**config.mk**
```make
export PLATFORM = sky130hd
export DESIGN_NAME = sar_search_ctrl
export DESIGN_NICKNAME = d
export VERILOG_FILES = /design/src/rtl/sar_search_ctrl_pkg.sv /design/src/rtl/sar_search_ctrl.sv
export SDC_FILE = /design/constraint.sdc
export NUM_CORES = 1
export LEC_CHECK = 0
export BUFFER_PORTS_ARGS = -buffer_cell sky130_fd_sc_hd__buf_2
export CAP_MARGIN = 20
export CELL_PAD_IN_SITES_DETAIL_PLACEMENT = 2
export CELL_PAD_IN_SITES_GLOBAL_PLACEMENT = 2
export CORE_ASPECT_RATIO = 1.1
export CORE_MARGIN = 1
export CORE_UTILIZATION = 33
export CTS_CLUSTER_SIZE = 10
export DETAILED_ROUTE_END_ITERATION = 10
export PLACE_DENSITY_LB_ADDON = 0.1
export SYNTH_ARGS = -nofsm -noshare
export SYNTH_HDL_FRONTEND = slang
export SYNTH_SLANG_ARGS = --single-unit
```
**constraint.sdc**
```tcl
create_clock -name clk -period 2.35 [get_ports clk]
set_input_delay 0.3525 -clock clk [delete_from_list [all_inputs] [get_ports clk]]
set_output_delay 0.3525 -clock clk [all_outputs]
set_load 0.005 [all_outputs]
```
**src/rtl/sar_search_ctrl_pkg.sv**
```systemverilog
// rtl/sar_search_ctrl_pkg.sv - shared types and constants for the SAR search controller
package sar_search_ctrl_pkg;

  // Default operand width; matches the 4-bit magnitude comparator partner.
  localparam int DEFAULT_WIDTH = 4;

  // Controller states: wait for start, resolve one bit per cycle, signal completion.
  typedef enum logic [1:0] {
    IDLE = 2'd0,
    SCAN = 2'd1,
    DONE = 2'd2
  } state_e;

endpackage

```
**src/rtl/sar_search_ctrl.sv**
```systemverilog
// rtl/sar_search_ctrl.sv - successive-approximation search controller driving a magnitude comparator
module sar_search_ctrl
  import sar_search_ctrl_pkg::*;
#(
  parameter int WIDTH = DEFAULT_WIDTH
) (
  input  logic             clk,
  input  logic             rst_n,
  input  logic             start,
  input  logic             equal,
  input  logic             bigger,
  input  logic             less,
  output logic [WIDTH-1:0] guess,
  output logic             busy,
  output logic             done,
  output logic [WIDTH-1:0] result,
  output logic             err
);

  localparam int IDX_W = (WIDTH > 1) ? $clog2(WIDTH) : 1;
  localparam logic [WIDTH-1:0] MSB_ONE = WIDTH'(1) << (WIDTH - 1);
  localparam logic [IDX_W-1:0] TOP_IDX = IDX_W'(WIDTH - 1);

  state_e           state_q, state_d;
  logic [WIDTH-1:0] guess_q, guess_d;
  logic [WIDTH-1:0] result_q, result_d;
  logic [IDX_W-1:0] bit_idx_q, bit_idx_d;
  logic             busy_q, busy_d;
  logic             done_q, done_d;
  logic             err_q, err_d;
  logic             flags_onehot;
  logic [WIDTH-1:0] guess_bit0_clr;

  // Exactly one of the three comparator flags must be set for a trustworthy answer.
  assign flags_onehot = (equal ^ bigger ^ less) & ~(equal & bigger & less);

  // Candidate with the LSB dropped, used when the last bit resolves as "less".
  assign guess_bit0_clr = guess_q & ~WIDTH'(1);

  // State and datapath registers; reset returns every output to zero immediately.
  always_ff @(posedge clk or negedge rst_n) begin
    if (!rst_n) begin
      state_q   <= IDLE;
      guess_q   <= '0;
      result_q  <= '0;
      bit_idx_q <= '0;
      busy_q    <= 1'b0;
      done_q    <= 1'b0;
      err_q     <= 1'b0;
    end else begin
      state_q   <= state_d;
      guess_q   <= guess_d;
      result_q  <= result_d;
      bit_idx_q <= bit_idx_d;
      busy_q    <= busy_d;
      done_q    <= done_d;
      err_q     <= err_d;
    end
  end

  // Next-state logic: one comparator decision per SCAN cycle, MSB first.
  always_comb begin
    state_d   = state_q;
    guess_d   = guess_q;
    result_d  = result_q;
    bit_idx_d = bit_idx_q;
    busy_d    = busy_q;
    done_d    = 1'b0;
    err_d     = err_q;

    unique case (state_q)
      IDLE: begin
        if (start) begin
          guess_d   = MSB_ONE;
          bit_idx_d = TOP_IDX;
          err_d     = 1'b0;
          busy_d    = 1'b1;
          state_d   = SCAN;
        end
      end

      SCAN: begin
        if (!flags_onehot) begin
          // Comparator answer is contradictory; keep the previous result.
          err_d   = 1'b1;
          done_d  = 1'b1;
          state_d = DONE;
        end else if (equal) begin
          result_d = guess_q;
          done_d   = 1'b1;
          state_d  = DONE;
        end else if (bit_idx_q == '0) begin
          // Last bit: "less" means A is the candidate with bit 0 cleared;
          // "bigger" here is impossible for a stable A.
          if (less) begin
            result_d = guess_bit0_clr;
          end else begin
            err_d = 1'b1;
          end
          done_d  = 1'b1;
          state_d = DONE;
        end else begin
          if (less) begin
            guess_d[bit_idx_q] = 1'b0;
          end
          guess_d[bit_idx_q - IDX_W'(1)] = 1'b1;
          bit_idx_d = bit_idx_q - IDX_W'(1);
        end
      end

      DONE: begin
        busy_d  = 1'b0;
        guess_d = '0;
        state_d = IDLE;
      end

      default: begin
        state_d = IDLE;
        busy_d  = 1'b0;
        guess_d = '0;
      end
    endcase
  end

  assign guess  = guess_q;
  assign busy   = busy_q;
  assign done   = done_q;
  assign result = result_q;
  assign err    = err_q;

endmodule

```
==> run_results.csv <==
group,metric,value,unit
run_status,status,"finished, final reports clean",
clock_tree,clk_pin_slew_worst_paths,0.09,ns
grt,grt_usage,0.172,
logic_synthesis,synth_seq_area_share,0.439,
critical_path,worstPathArrival,2.20,ns
logic_synthesis,ys_seq_elements,15,
clock_tree,htree_levels,1,
grt,grt.overflow.total,0,
drt,via_count,684,
floorplan,die_x,50.5,µm
logic_synthesis,synth.largest_area_cell,"dfrtp_1",
timing,post-route-period-util,0.859,
power,total_leakage_power,0.498,nW
clock_tree,tritoncts,"yes",
logic_synthesis,yosys_warnings,0,
critical_path,path_max_fanout,7,
timing,tns,0,ns
floorplan,core_area,2340,µm²
placement,post-place-ws,0.262,ns
critical_path,ff2ff_path_depth,6,
logic_synthesis,synth_top_area_share,0.439,
floorplan,die_area,2800,µm²
drt,first_iter_violations,1,
hold_path,hold_class,"input port to register",
power,p_per_area,1010,nW/µm²
clock_tree,numClockSinks,15,
grt,antenna_found_initial,0,
grt,grt_first_pass_wirelength,3.59,mm
clock_tree,cts_buffers,3,
floorplan,placementRows,18,
finish,area_growth,17.1,%
clock_tree,clk_latency,0.28,ns
critical_path,critPathSlowestCell,"dfrtp_1",
timing,fmax,496,MHz
drt,ant_nets,0,
run,cap_violations,0,
timing,setup_viol,0,
drt,drc,0,
logic_synthesis,ys_top_cells_by_area,"dfrtp_1 (44%), ha_1 (13%), mux2_1 (4.0%), nor2_1 (3.1%), a21oi_1 (2.9%)",
critical_path,startpoint_type,"register",
critical_path,rr_startpoint,"bit_idx_q[0]$_DFFE_PN0P_",
timing,slew_viol_final,0,
drt,viasPerCell,5.22,
grt,grt_pass1_vias,736,
timing,period_minus_slack,2.02,ns
logic_synthesis,syn_area,855,µm²
critical_path,critPathRequiredTime,2.54,ns
critical_path,path_cells,"inv_1, ha_1, nor2_1, o211ai_1, and2_1, o311ai_1",
drt,routedWlPerCell,16.0,µm
timing,worstMarginPinSlew,0.358,ns
placement,dp_cells,126,
clock_tree,cts.path.max_buffers,2,
timing,fin_ws,0.332,ns
finish,final_layout_size_suffix_gt1_frac,0.228,
drt,drt-pass1-iter-count,2,
logic_synthesis,synth_nets,97,
timing,finalHoldViolCount,0,
critical_path,rrSetupSlack,0.33,ns
placement,gp_congestion,0.723,
finish,final_cells,131,
finish,fill_cells,281,
critical_path,crit_type,"register to register",
drt,wl,2.09,mm
floorplan,start_util,0.365,
critical_path,critPathMaxStageDelay,0.49,ns
timing,grt_setup_unrepaired,"false",
critical_path,cp-end-kind,"register",
placement,port_buffers,16,
timing,fin_skew,0.00280,ns
critical_path,crit_path_end,"guess[3]$_DFFE_PN0P_",
logic_synthesis,postSynthCellCount,82,
critical_path,cp-startpoint,"bit_idx_q[0]$_DFFE_PN0P_",
floorplan,die_h,55.4,µm
grt,grt_max_degree,16,
finish,antenna_cells,0,
clock_tree,root_buffer,"clkbuf_4",
logic_synthesis,synth_cell_type_count,30,
timing,slew-limit-headroom,0.761,
finish,fin_nets,117,
floorplan,io-pin-count,17,
critical_path,r2r-end,"guess[3]$_DFFE_PN0P_",
power,ir_worst_vdd,417,µV
logic_synthesis,synth.avg_cell_area,10.4,µm²
placement,dp_hpwl,1.61,mm
metrics by stage:
step / total power [mW] / hold WS, ns / cell area, µm² / util
CTS: 1.04 / 0.386 / 1000 / 0.427
global placement: 0.854 / 0.280 / 965 / 0.412
global route: 1.11 / 0.399 / 1000 / 0.427
floorplan: 0.703 / 0.0569 / 855 / -
finish: 1.01 / 0.382 / 1000 / 0.427
detailed placement: 0.879 / 0.284 / 965 / 0.412
metal layers:
| layer | up-vias | GRT usage | wire [µm] |
|---|---|---|---|
| met5 | - | 0 | 0 |
| met4 | 0 | 0.0754 | 36 |
| met3 | 5 | 0.0248 | 60 |
| met2 | 13 | 0.297 | 1050 |
| met1 | 344 | 0.207 | 944 |
| li1 | 322 | - | - |
sequential cells by signal, indices dropped and copies added (netlist names):
signal / flops
bit_idx_q: 2
state_q: 2
result: 4
err: 1
busy: 1
done: 1
guess: 4
area by class of cell:
class | instances | area [µm²] | area share
Clock buffer | 4 | 26.3 | 0.0263
Tap cell | 30 | 37.5 | 0.0375
Inverter | 6 | 22.5 | 0.0225
Timing Repair Buffer | 17 | 90.1 | 0.0900
Multi-Input combinational cell | 59 | 449 | 0.449
Sequential cell | 15 | 375 | 0.375
cells by family (layout without fill, tap and decap cells):
logic type	after synthesis	in the layout	share of synthesized area
buffers and inverters	8	27	0.0351
AND/OR/NAND/NOR	26	26	0.174
adder cells (fa/ha/maj)	9	9	0.132
AO/OA/AOI/OAI	21	21	0.180
flip-flops	15	15	0.439
multiplexers	3	3	0.0395
report_power, final:
group	total (mW)	switching [mW]	internal, mW
clock	0.150	0.0842	0.0659
sequential	0.466	0.107	0.359
combinational	0.397	0.208	0.189
total	1.01	0.399	0.614
critical path, delay by kind of cell (launching register included):
| kind | cells | cell delay (ns) |
|---|---|---|
| AOI/OAI and AO/OA | 2 | 0.50 |
| adders and majority gates | 1 | 0.28 |
| buffers and inverters | 1 | 0.17 |
| DFF | 1 | 0.49 |
| and+or+nand+nor | 2 | 0.48 |
repair_timing:
item / CTS / global route
hold endpoints to repair: 15 / 0
resized for setup: 0 / 0
buffers inserted: 0 / 0
hold buffers: 1 / 0
synth_stat cells:
cell type,instances
dfrtp_1,15
ha_1,9
nor2_1,7
inv_1,6
a21oi_1,5
o21ai_0,4
mux2_1,3
nand2_1,3
nand2b_1,3
nand3_1,3
nor2b_1,3
clkbuf_1,2
nor3b_1,2
a211oi_1,1
a21boi_0,1
a21boi_2,1
a21o_1,1
a21oi_4,1
a221oi_1,1
and2_1,1
and2b_4,1
nand3b_1,1
nand4b_1,1
o211a_1,1
o211ai_1,1
o21a_1,1
o21bai_1,1
o311ai_1,1
o32ai_1,1
or3b_4,1
worst min-delay path by stage:
stage,from,endpoint,depth (start not counted)
finish,equal,result[0]$_DFFE_PN0P_,3
global route,equal,result[0]$_DFFE_PN0P_,3
CTS,equal,result[0]$_DFFE_PN0P_,3
detailed placement,rst_n,result[1]$_DFFE_PN0P_,1
global placement,rst_n,result[1]$_DFFE_PN0P_,1
floorplan,rst_n,bit_idx_q[0]$_DFFE_PN0P_,0
cells in the final DEF (no fill, tap or decap):
cell	n
a21boi_2	1
mux2_1	3
o211a_1	1
o21bai_1	1
dfrtp_1	15
and2b_4	1
nand4b_1	1
buf_2	16
nor2b_1	3
a211oi_1	1
dlygate4sd3_1	1
nand2_1	3
nand3_1	3
a221oi_1	1
or3b_4	1
a21oi_1	5
ha_1	9
a21oi_4	1
nand2b_1	3
clkbuf_4	3
a21o_1	1
o211ai_1	1
and2_1	1
nor3b_1	2
a21boi_0	1
o32ai_1	1
nor2_1	7
clkbuf_1	1
o21a_1	1
nand3b_1	1
o311ai_1	1
inv_1	6
o21ai_0	4
Power figures use the tool's default switching activity.
